**config.mk**
```make
export PLATFORM = sky130hd
export DESIGN_NAME = ysyx_22050058_mem_arbiter_flat
export DESIGN_NICKNAME = d
export VERILOG_FILES = /design/src/rtl/ysyx_22050058_mem_arbiter_pkg.sv /design/src/rtl/ysyx_22050058_mem_arbiter_if.sv /design/src/rtl/ysyx_22050058_mem_arbiter_arb_pick.sv /design/src/rtl/ysyx_22050058_mem_arbiter.sv /design/src/flat_wrapper.sv
export SDC_FILE = /design/constraint.sdc
export NUM_CORES = 1
export LEC_CHECK = 0
export ABC_AREA = 0
export BUFFER_PORTS_ARGS = -buffer_cell sky130_fd_sc_hd__clkbuf_2
export CORE_AREA = 2 2 210 212
export CTS_CLUSTER_DIAMETER = 100
export DETAILED_ROUTE_END_ITERATION = 10
export DIE_AREA = 0 0 212 214
export GPL_TIMING_DRIVEN = 0
export PLACE_DENSITY = 0.3
export RECOVER_POWER = 25
export SETUP_SLACK_MARGIN = 0.1
export SLEW_MARGIN = 10
export SYNTH_ARGS = -nofsm -noshare
export SYNTH_HDL_FRONTEND = slang
export SYNTH_SLANG_ARGS = --single-unit
```
**constraint.sdc**
```tcl
create_clock -name clk -period 1.3 [get_ports clk]
set_input_delay 0.13 -clock clk [delete_from_list [all_inputs] [get_ports clk]]
set_output_delay 0.13 -clock clk [all_outputs]
set_load 0.02 [all_outputs]
```
**src/rtl/ysyx_22050058_mem_arbiter_pkg.sv**
```systemverilog
// Shared definitions for the fetch/LSU memory arbiter.
// Holds the FSM state encoding, the requester identity used by the
// round-robin last-grant register, and the latched access-kind constants.
// Optional feature macro (used by the top): YSYX_22050058_ARB_RR_EN.
package ysyx_22050058_mem_arbiter_pkg;

  typedef enum logic [1:0] {
    ST_IDLE     = 2'd0,
    ST_IF_WAIT  = 2'd1,
    ST_LSU_WAIT = 2'd2
  } arb_state_e;

  typedef enum logic {
    OWN_IF  = 1'b0,
    OWN_LSU = 1'b1
  } arb_owner_e;

  // Last-grant value after reset: pretending fetch went last hands LSU priority.
  localparam arb_owner_e LAST_GNT_RST = OWN_IF;

  // Latched access kind of the in-flight LSU transaction (we==0 -> read).
  localparam logic ACC_READ  = 1'b0;
  localparam logic ACC_WRITE = 1'b1;

endpackage

```
**src/rtl/ysyx_22050058_mem_arbiter_if.sv**
```systemverilog
// Bus bundle between the two requesters (fetch, LSU), the arbiter and the
// single shared memory port. Signal names match the original flat port list.
//   slave  : arbiter side (requests and memory responses in; grants,
//            responses and memory command out)
//   master : environment side (requesters + memory), directions reversed
interface ysyx_22050058_mem_arbiter_if #(
  parameter int unsigned ADDR_W = 64,
  parameter int unsigned DATA_W = 64
);
  localparam int unsigned MASK_W = DATA_W / 8;

  logic              if_req_i;
  logic [ADDR_W-1:0] if_addr_i;
  logic              if_gnt_o;
  logic              if_rvalid_o;
  logic [DATA_W-1:0] if_rdata_o;

  logic              lsu_req_i;
  logic [MASK_W-1:0] lsu_we_i;
  logic [ADDR_W-1:0] lsu_addr_i;
  logic [DATA_W-1:0] lsu_wdata_i;
  logic              lsu_gnt_o;
  logic              lsu_rvalid_o;
  logic              lsu_wdone_o;
  logic [DATA_W-1:0] lsu_rdata_o;

  logic              mem_ce_o;
  logic              mem_re_o;
  logic [MASK_W-1:0] mem_we_o;
  logic [ADDR_W-1:0] mem_addr_o;
  logic [DATA_W-1:0] mem_wdata_o;
  logic [DATA_W-1:0] mem_rdata_i;
  logic              mem_rvalid_i;
  logic              mem_wvalid_i;

  modport slave (
    input  if_req_i, if_addr_i,
    output if_gnt_o, if_rvalid_o, if_rdata_o,
    input  lsu_req_i, lsu_we_i, lsu_addr_i, lsu_wdata_i,
    output lsu_gnt_o, lsu_rvalid_o, lsu_wdone_o, lsu_rdata_o,
    output mem_ce_o, mem_re_o, mem_we_o, mem_addr_o, mem_wdata_o,
    input  mem_rdata_i, mem_rvalid_i, mem_wvalid_i
  );

  modport master (
    output if_req_i, if_addr_i,
    input  if_gnt_o, if_rvalid_o, if_rdata_o,
    output lsu_req_i, lsu_we_i, lsu_addr_i, lsu_wdata_i,
    input  lsu_gnt_o, lsu_rvalid_o, lsu_wdone_o, lsu_rdata_o,
    input  mem_ce_o, mem_re_o, mem_we_o, mem_addr_o, mem_wdata_o,
    output mem_rdata_i, mem_rvalid_i, mem_wvalid_i
  );
endinterface

```
**src/rtl/ysyx_22050058_mem_arbiter_arb_pick.sv**
```systemverilog
// Combinational 2-way selector between LSU and fetch.
// Ports: lsu_req/if_req requests, prio_lsu (1: LSU wins a tie, 0: fetch wins),
//        pick_lsu/pick_if one-hot (or zero) winner.
module ysyx_22050058_arb_pick (
  input  logic lsu_req,
  input  logic if_req,
  input  logic prio_lsu,
  output logic pick_lsu,
  output logic pick_if
);
  always_comb begin
    pick_lsu = lsu_req && (prio_lsu || !if_req);
    pick_if  = if_req && !pick_lsu;
  end
endmodule

```
**src/rtl/ysyx_22050058_mem_arbiter.sv**
```systemverilog
// Arbiter sharing one memory port between instruction fetch (read-only) and
// the LSU (byte-masked read/write). At most one transaction is outstanding:
// a command is issued combinationally in IDLE, then the owner waits for the
// memory response (one cycle later) before the port is free again.
// Ports: clk, rst (async, active-high; all outputs forced to 0 while high),
//        bus (ysyx_22050058_mem_arbiter_if.slave) carrying every request,
//        response and memory signal.
// Option: define YSYX_22050058_ARB_RR_EN for round-robin arbitration with a
//         1-bit last-grant register; otherwise fixed LSU-first priority.
module ysyx_22050058_mem_arbiter
  import ysyx_22050058_mem_arbiter_pkg::*;
#(
  parameter int unsigned ADDR_W = 64,
  parameter int unsigned DATA_W = 64
) (
  input logic                      clk,
  input logic                      rst,
  ysyx_22050058_mem_arbiter_if.slave bus
);
  localparam int unsigned MASK_W = DATA_W / 8;

  arb_state_e state_q, state_nx;
  logic       acc_q;
  logic       prio_lsu;
  logic       pick_lsu, pick_if;

  logic              if_gnt_c, if_rvalid_c, lsu_gnt_c, lsu_rvalid_c, lsu_wdone_c;
  logic              mem_ce_c, mem_re_c;
  logic [MASK_W-1:0] mem_we_c;
  logic [ADDR_W-1:0] mem_addr_c;
  logic [DATA_W-1:0] mem_wdata_c, if_rdata_c, lsu_rdata_c;

  ysyx_22050058_arb_pick u_pick (
    .lsu_req  (bus.lsu_req_i),
    .if_req   (bus.if_req_i),
    .prio_lsu (prio_lsu),
    .pick_lsu (pick_lsu),
    .pick_if  (pick_if)
  );

`ifdef YSYX_22050058_ARB_RR_EN
  arb_owner_e last_gnt_q;

  always_ff @(posedge clk or posedge rst) begin
    if (rst) begin
      last_gnt_q <= LAST_GNT_RST;
    end else if (lsu_gnt_c) begin
      last_gnt_q <= OWN_LSU;
    end else if (if_gnt_c) begin
      last_gnt_q <= OWN_IF;
    end
  end

  assign prio_lsu = (last_gnt_q == OWN_IF);
`else
  assign prio_lsu = 1'b1;
`endif

  always_ff @(posedge clk or posedge rst) begin
    if (rst) begin
      state_q <= ST_IDLE;
      acc_q   <= ACC_READ;
    end else begin
      state_q <= state_nx;
      if (lsu_gnt_c) begin
        acc_q <= (|bus.lsu_we_i) ? ACC_WRITE : ACC_READ;
      end
    end
  end

  always_comb begin
    state_nx     = state_q;
    mem_ce_c     = 1'b1;
    mem_re_c     = 1'b0;
    mem_we_c     = '0;
    mem_addr_c   = '0;
    mem_wdata_c  = '0;
    if_gnt_c     = 1'b0;
    if_rvalid_c  = 1'b0;
    if_rdata_c   = '0;
    lsu_gnt_c    = 1'b0;
    lsu_rvalid_c = 1'b0;
    lsu_wdone_c  = 1'b0;
    lsu_rdata_c  = '0;
    unique case (state_q)
      ST_IDLE: begin
        // Stray memory valids are deliberately not looked at here.
        if (pick_lsu) begin
          lsu_gnt_c   = 1'b1;
          mem_re_c    = ~|bus.lsu_we_i;
          mem_we_c    = bus.lsu_we_i;
          mem_addr_c  = bus.lsu_addr_i;
          mem_wdata_c = bus.lsu_wdata_i;
          state_nx    = ST_LSU_WAIT;
        end else if (pick_if) begin
          if_gnt_c   = 1'b1;
          mem_re_c   = 1'b1;
          mem_addr_c = bus.if_addr_i;
          state_nx   = ST_IF_WAIT;
        end
      end
      ST_IF_WAIT: begin
        if_rvalid_c = bus.mem_rvalid_i;
        if (bus.mem_rvalid_i) begin
          if_rdata_c = bus.mem_rdata_i;
          state_nx   = ST_IDLE;
        end
      end
      ST_LSU_WAIT: begin
        if (acc_q == ACC_WRITE) begin
          lsu_wdone_c = bus.mem_wvalid_i;
          if (bus.mem_wvalid_i) state_nx = ST_IDLE;
        end else begin
          lsu_rvalid_c = bus.mem_rvalid_i;
          if (bus.mem_rvalid_i) begin
            lsu_rdata_c = bus.mem_rdata_i;
            state_nx    = ST_IDLE;
          end
        end
      end
      default: state_nx = ST_IDLE;
    endcase
  end

  // Reset forces every output low at once, including chip enable.
  assign bus.mem_ce_o     = mem_ce_c & ~rst;
  assign bus.mem_re_o     = mem_re_c & ~rst;
  assign bus.mem_we_o     = rst ? '0 : mem_we_c;
  assign bus.mem_addr_o   = rst ? '0 : mem_addr_c;
  assign bus.mem_wdata_o  = rst ? '0 : mem_wdata_c;
  assign bus.if_gnt_o     = if_gnt_c & ~rst;
  assign bus.if_rvalid_o  = if_rvalid_c & ~rst;
  assign bus.if_rdata_o   = rst ? '0 : if_rdata_c;
  assign bus.lsu_gnt_o    = lsu_gnt_c & ~rst;
  assign bus.lsu_rvalid_o = lsu_rvalid_c & ~rst;
  assign bus.lsu_wdone_o  = lsu_wdone_c & ~rst;
  assign bus.lsu_rdata_o  = rst ? '0 : lsu_rdata_c;

endmodule

```
**src/flat_wrapper.sv**
```systemverilog
// flat-port wrapper written by rule: the top's interface ports become plain ports
module ysyx_22050058_mem_arbiter_flat import ysyx_22050058_mem_arbiter_pkg::*;
#(
  parameter int unsigned ADDR_W = 64,
  parameter int unsigned DATA_W = 64
)
  (clk, rst, bus_if_req_i, bus_if_addr_i, bus_if_gnt_o, bus_if_rvalid_o, bus_if_rdata_o, bus_lsu_req_i, bus_lsu_we_i, bus_lsu_addr_i, bus_lsu_wdata_i, bus_lsu_gnt_o, bus_lsu_rvalid_o, bus_lsu_wdone_o, bus_lsu_rdata_o, bus_mem_ce_o, bus_mem_re_o, bus_mem_we_o, bus_mem_addr_o, bus_mem_wdata_o, bus_mem_rdata_i, bus_mem_rvalid_i, bus_mem_wvalid_i);
  ysyx_22050058_mem_arbiter_if #(.ADDR_W(ADDR_W), .DATA_W(DATA_W)) bus_i ();
  input logic clk;
  input logic rst;
  input wire logic [$bits(bus_i.if_req_i)-1:0] bus_if_req_i;
  input wire logic [$bits(bus_i.if_addr_i)-1:0] bus_if_addr_i;
  output wire logic [$bits(bus_i.if_gnt_o)-1:0] bus_if_gnt_o;
  output wire logic [$bits(bus_i.if_rvalid_o)-1:0] bus_if_rvalid_o;
  output wire logic [$bits(bus_i.if_rdata_o)-1:0] bus_if_rdata_o;
  input wire logic [$bits(bus_i.lsu_req_i)-1:0] bus_lsu_req_i;
  input wire logic [$bits(bus_i.lsu_we_i)-1:0] bus_lsu_we_i;
  input wire logic [$bits(bus_i.lsu_addr_i)-1:0] bus_lsu_addr_i;
  input wire logic [$bits(bus_i.lsu_wdata_i)-1:0] bus_lsu_wdata_i;
  output wire logic [$bits(bus_i.lsu_gnt_o)-1:0] bus_lsu_gnt_o;
  output wire logic [$bits(bus_i.lsu_rvalid_o)-1:0] bus_lsu_rvalid_o;
  output wire logic [$bits(bus_i.lsu_wdone_o)-1:0] bus_lsu_wdone_o;
  output wire logic [$bits(bus_i.lsu_rdata_o)-1:0] bus_lsu_rdata_o;
  output wire logic [$bits(bus_i.mem_ce_o)-1:0] bus_mem_ce_o;
  output wire logic [$bits(bus_i.mem_re_o)-1:0] bus_mem_re_o;
  output wire logic [$bits(bus_i.mem_we_o)-1:0] bus_mem_we_o;
  output wire logic [$bits(bus_i.mem_addr_o)-1:0] bus_mem_addr_o;
  output wire logic [$bits(bus_i.mem_wdata_o)-1:0] bus_mem_wdata_o;
  input wire logic [$bits(bus_i.mem_rdata_i)-1:0] bus_mem_rdata_i;
  input wire logic [$bits(bus_i.mem_rvalid_i)-1:0] bus_mem_rvalid_i;
  input wire logic [$bits(bus_i.mem_wvalid_i)-1:0] bus_mem_wvalid_i;
  assign bus_i.if_req_i = bus_if_req_i;
  assign bus_i.if_addr_i = bus_if_addr_i;
  assign bus_if_gnt_o = bus_i.if_gnt_o;
  assign bus_if_rvalid_o = bus_i.if_rvalid_o;
  assign bus_if_rdata_o = bus_i.if_rdata_o;
  assign bus_i.lsu_req_i = bus_lsu_req_i;
  assign bus_i.lsu_we_i = bus_lsu_we_i;
  assign bus_i.lsu_addr_i = bus_lsu_addr_i;
  assign bus_i.lsu_wdata_i = bus_lsu_wdata_i;
  assign bus_lsu_gnt_o = bus_i.lsu_gnt_o;
  assign bus_lsu_rvalid_o = bus_i.lsu_rvalid_o;
  assign bus_lsu_wdone_o = bus_i.lsu_wdone_o;
  assign bus_lsu_rdata_o = bus_i.lsu_rdata_o;
  assign bus_mem_ce_o = bus_i.mem_ce_o;
  assign bus_mem_re_o = bus_i.mem_re_o;
  assign bus_mem_we_o = bus_i.mem_we_o;
  assign bus_mem_addr_o = bus_i.mem_addr_o;
  assign bus_mem_wdata_o = bus_i.mem_wdata_o;
  assign bus_i.mem_rdata_i = bus_mem_rdata_i;
  assign bus_i.mem_rvalid_i = bus_mem_rvalid_i;
  assign bus_i.mem_wvalid_i = bus_mem_wvalid_i;
  ysyx_22050058_mem_arbiter #(.ADDR_W(ADDR_W), .DATA_W(DATA_W)) u_core (.clk(clk), .rst(rst), .bus(bus_i));
endmodule
```
==> results of run 1 <==
[state kept, by name, indices dropped and copies added, names as in the netlist]
signal / flops
u_core.state_q: 2
u_core.acc_q: 1
[routing by layer]
metal  up-vias  share of wire (%)  global-route usage (%)
li1       2282                  -                       -
met1      2292                 32                    10.8
met2       341                 57                    24.1
met3        33                8.0                    2.33
met4         2                2.8                    2.11
met5         -              0.024                       0
[synthesized netlist by cell type (2+ instances only)]
library cell / instances / area, sq um
dfrtp_1: 3 / 75.1
clkbuf_1: 10 / 37.5
and2_1: 200 / 1250
clkbuf_2: 11 / 55.1
mux2_2: 2 / 22.5
nand2b_1: 3 / 18.8
buf_2: 15 / 75.1
nand2_1: 3 / 11.3
nor4_1: 2 / 12.5
a22o_1: 64 / 561
nor2_1: 3 / 11.3
[report_power, final]
| part | switching (W) | internal [W] | total [W] |
|---|---|---|---|
| Clock | 0.0000834 | 0.000405 | 0.000488 |
| Combinational | 0.00166 | 0.00199 | 0.00365 |
| Sequential | 0.0000290 | 0.000110 | 0.000139 |
[layout make-up]
| class | instances | area [sq um] | share of cell area (%) |
|---|---|---|---|
| well taps | 585 | 732 | 7.51 |
| clock buffers | 4 | 78.8 | 0.809 |
| diodes | 2 | 5.00 | 0.0513 |
| flip-flops and latches | 3 | 77.6 | 0.796 |
| repair buffers | 590 | 5220 | 53.6 |
| plain buffers | 36 | 704 | 7.23 |
| inverters | 2 | 15.0 | 0.154 |
| multi-input cells | 284 | 2910 | 29.9 |
[metrics by stage]
step | setup TNS (ns) | cells | util (%) | cell area [sq um]
after floorplan | -24.16 | 325 | - | 3120
after global placement | -159.03 | 1450 | 15.3 | 6550
after detailed placement | -157.62 | 1450 | 15.3 | 6550
after CTS | -146.53 | 1481 | 19.9 | 8510
after global routing | -153.11 | 1505 | 22.7 | 9740
final | -135.53 | 1506 | 22.7 | 9750
[repair_timing]
action / CTS / global route
hold buffers: 1 / 0
resized for setup: 385 / 471
gates cloned: 10 / 13
endpoints found under the hold margin: 3 / 0
setup buffers: 16 / 11
pin swaps: 51 / 31
endpoints found under the setup margin: 270 / 271
[worst register-to-register path: stages, from the launching register on]
cell and delay, ns:
dfrtp_2 0.46, buf_4 0.16, buf_4 0.13, nor2_2 0.10, mux2_2 0.32
[path summary, 6_finish.rpt]
kind / cells past startpoint / start / to / slack (ns)
setup / recovery: 8 / u_core.state_q[0]$_DFFE_PP0P_ / bus_mem_addr_o[9] / -0.59
hold / removal: 4 / bus_mem_wvalid_i / u_core.state_q[1]$_DFFE_PP0P_ / 0.22
setup reg to reg: 4 / u_core.state_q[0]$_DFFE_PP0P_ / u_core.acc_q$_DFFE_PP0P_ / 0.02
hold reg to reg: 1 / u_core.state_q[1]$_DFFE_PP0P_ / u_core.state_q[0]$_DFFE_PP0P_ / 0.51
max in group asynchronous: 3 / rst / u_core.state_q[0]$_DFFE_PP0P_ / 0.67
min in group asynchronous: 3 / rst / u_core.acc_q$_DFFE_PP0P_ / 0.46
[cells by family after synthesis]
family,Yosys count,share of synthesized area [%]
and+or+nand+nor,215,61.0
AOI/OAI and AO/OA,66,26.1
buffers and inverters,38,7.97
muxes,3,1.48
DFF,3,3.42
==> impl_metrics.ini, run 1 <==
[job]
drv_cap = 0

[drt]
wl_per_cell_um = 19.3
postRouteWirelength_mm = 29.1
vias_per_cell = 3.29
drtAntennaViolNets = 0
first_iter_violations = 108
drc = 0
vias = 4950
firstDrtPassIters = 4

[sta]
layout_setup_ws_ns = -0.593
fmax_mhz = 528
tightest_slew_ns = 0.347
finClkSkew_ns = 0.00133
slew_viol_final = 0
finalHoldViolCount = 0
fin_crit_ns = 1.89
hold_ws_ns = 0.225
finalSetupViolCount = 269
final.period_utilization_pct = 146
relSlewSlack_pct = 76.6
rsz0062_at_grt = yes

[die]
num_io_pins = 541
start_util_pct = 5.12
die_area_sq_mm = 0.0454
core_sq_mm = 0.0429
die_w_um = 212
die_h_um = 214
rows = 76

[setup_path]
path_class = register to output pin
required_ns = 1.17
crit_family = buffers and inverters
endpoint_kind = output pin
crit_path_cell_trace = nor2_4, buf_6, nand2b_4, inv_8, clkbuf_16, buf_12, a22o_4, clkbuf_16
crit_arrival_ns = 1.76
critPathBufInv = 5
critPathLaunchType = register
cpPeakStageDelay_ns = 0.44
worstPathMaxFanout = 7
crit_path_frequent_cell = clkbuf_16
slowest_stage = dfrtp_2

[synth]
synth_cell_types = 20
synthFlopType = dfrtp_1
syn_area_sq_mm = 0.00220
synth_edf_count = 0
synth_area_per_cell_sq_um = 6.76
yosysWarnings = 0
async_reset_ff_share_pct = 100
seq_area_frac_synth_pct = 3.42
syn-num-nets = 595
synth_seq_cells = 3
synthCells = 325

[cells_and_area]
layout_commonest_cell = clkbuf_2
drive_gt1_share_pct = 96.6
nets = 1190
n_fill_cell = 4657
layout_common_cells = 296 x clkbuf_2, 200 x and2_4, 115 x buf_6
syn_to_final_growth_pct = 344

[placement]
dp_slack_ns = -1.15
post-dp-hpwl_mm = 24.1
place.gp.congestion = 0.757
port_buffers = 540

[global_routing]
grt_max_degree = 11
antenna_found_initial = 3
grt_use_total_pct = 11.3
grt_pass1_wl_mm = 37.0
grt_pass1_vias = 5014
overflow = 0

[power]
power_density_mw_per_mm2 = 439
power.leakage_nw = 5.01
max-vdd-ir-drop_mv = 0.321
power_w = 0.00428

[clock_network]
htreeDepth = 1
max-clock-path-buffers = 2
path_clk_slew_ns = 0.03
clkLatencyLatePin_ns = 0.22
cts_made_buffers = 3
cts.sink_count = 3
cts_root_buf = clkbuf_16
cts_tree = done

[status]
violations = setup timing
status = finished with violations

[hold_path]
holdCritPathClass = primary input to register
Power figures use the tool's default switching activity.
==> run 2, diff against run 1 <==
--- a/config.mk
+++ b/config.mk
@@ -12,7 +12,7 @@
 export DETAILED_ROUTE_END_ITERATION = 10
 export DIE_AREA = 0 0 212 214
 export GPL_TIMING_DRIVEN = 0
-export PLACE_DENSITY = 0.3
+export PLACE_DENSITY = 0.4
 export RECOVER_POWER = 25
 export SETUP_SLACK_MARGIN = 0.1
 export SLEW_MARGIN = 10
==> run 2 against run 1 <==
  * The flow still finishes with violations (setup timing)
  * Sequential power is essentially flat
  * Combinational power up 6.6%
  * Via count up 1.7%
  * Sequential cell count unchanged
  * Final area is 5.0% higher
  * Core utilization up 1.1 points
  * Global-route usage shrank 0.33 points
  * Count of clock-buffer cells in the layout stayed put
  * Setup slack got worse by 0.017 ns
  * Register-to-register slack better by 0.07 ns
==> impl_metrics.ini, run 2 (synthesized netlist as in run 1, its figures left out) <==
[status]
status = finished with violations
violations = setup timing

[sta]
finClkSkew_ns = 0.000259
rsz0062_at_grt = yes
layout_setup_ws_ns = -0.609
fmax_mhz = 524
fin_crit_ns = 1.91
finalSetupViolCount = 270
slew_viol_final = 0
relSlewSlack_pct = 82.6
hold_ws_ns = 0.236
final.period_utilization_pct = 147
finalHoldViolCount = 0
tightest_slew_ns = 0.259

[setup_path]
r2r-start = u_core.state_q[1]$_DFFE_PP0P_
required_ns = 1.17
r2r_slack_ns = 0.09
path_class = register to output pin
crit_arrival_ns = 1.78
endpoint_kind = output pin
critPathLaunchType = register
worstPathMaxFanout = 5
setup.worst_path.start = u_core.state_q[1]$_DFFE_PP0P_

[cells_and_area]
regArea_sq_um = 77.6
largest_reg_flops = 2
fin_area_sq_mm = 0.0102
syn_to_final_growth_pct = 366
n_fill_cell = 4598
layout_commonest_cell = clkbuf_2
top_register = u_core.state_q
final_cells = 1516
nets = 1200
drive_gt1_share_pct = 96.2
multi_input_area_sq_mm = 0.00288
layout_common_cells = 279 x clkbuf_2, 195 x and2_4, 136 x buf_8
reg.largest.list = u_core.state_q (2), u_core.acc_q (1)

[global_routing]
met1_usage_pct = 10.9
met2_usage_pct = 22.2
grt_pass1_vias = 5159
grt_max_degree = 11
overflow = 0
grt_use_total_pct = 11.0
grt_pass1_wl_mm = 36.1
grt_use_met3_pct = 2.18
antenna_found_initial = 4
grt_busiest_layer = met2

[clock_network]
cts_root_buf = clkbuf_16
cts_made_buffers = 3
clkLatencyLatePin_ns = 0.22
max-clock-path-buffers = 2
cts.sink_count = 3
path_clk_slew_ns = 0.03
cts_tree = done
htreeDepth = 1

[drt]
vias_per_cell = 3.32
postRouteWirelength_mm = 30.0
drtAntennaViolNets = 0
first_iter_violations = 88
drc = 0
vias = 5032
firstDrtPassIters = 4
wl_per_cell_um = 19.8

[die]
num_io_pins = 541
core_sq_mm = 0.0429
rows = 76
start_util_pct = 5.12
die_area_sq_mm = 0.0454
die_w_um = 212
die_h_um = 214

[power]
power_density_mw_per_mm2 = 440
power.leakage_nw = 5.16
max-vdd-ir-drop_mv = 0.324

[hold_path]
hold_start = bus_mem_wvalid_i
holdCritPathClass = primary input to register

[placement]
port_buffers = 540
place_inst = 1450
post-dp-hpwl_mm = 23.3
placed_area_sq_mm = 0.00655
place.gp.congestion = 0.826

[job]
drv_cap = 0
-- run 2: critical path, cell delays in order (launching register included) --
cell and delay [ns]:
dfrtp_2 0.43, buf_12 0.14, nor3_4 0.20, buf_12 0.15
clkbuf_16 0.16, buf_12 0.11, buf_8 0.11, and2_4 0.15
buf_8 0.11
-- run 2: metal layers --
metal,vias to the layer above,wire length (um)
met5,-,13
met4,2,991
met3,28,2440
met2,340,16500
met1,2354,10000
li1,2308,-
-- run 2: worst paths after layout --
path,end,cells after the start
max,bus_if_rdata_o[24],8
min,u_core.state_q[1]$_DFFE_PP0P_,4
max reg2reg,u_core.acc_q$_DFFE_PP0P_,4
min reg2reg,u_core.acc_q$_DFFE_PP0P_,1
max in group asynchronous,u_core.state_q[1]$_DFFE_PP0P_,3
min in group asynchronous,u_core.state_q[0]$_DFFE_PP0P_,3
-- run 2: final cells by class --
class	count	share of cell area, %
Timing Repair Buffer	601	56.0
Multi-Input combinational cell	284	28.1
Tap cell	585	7.15
Buffer	35	6.94
Clock buffer	4	0.770
Sequential cell	3	0.758
Inverter	2	0.196
Antenna cell	2	0.0489
-- run 2: stage by stage --
| stage | total power (W) | setup slack, ns | setup TNS [ns] | utilization [%] |
|---|---|---|---|---|
| 2_1_floorplan | 0.00151 | -0.218 | -24.16 | - |
| 3_3_place_gp | 0.00264 | -1.43 | -165.72 | 15.3 |
| 3_5_place_dp | 0.00265 | -1.43 | -165.96 | 15.3 |
| 4_1_cts | 0.00375 | -0.627 | -144.76 | 20.3 |
| 5_1_grt | 0.00470 | -0.668 | -151.16 | 23.9 |
| 6_report | 0.00450 | -0.609 | -135.71 | 23.9 |
-- run 2: power by group --
part	leakage, nW	switching (W)	internal [W]
registers	0.0317	0.0000256	0.000110
logic	5.09	0.00169	0.00220
clock network	0.0382	0.0000792	0.000404
-- run 2: timing repair --
item	4_1_cts	5_1_grt
buffers inserted	18	14
gates cloned	13	19
setup endpoints to repair	270	271
hold endpoints to repair	3	0
pin swaps	51	53
resized for setup	387	563
hold buffers	1	0
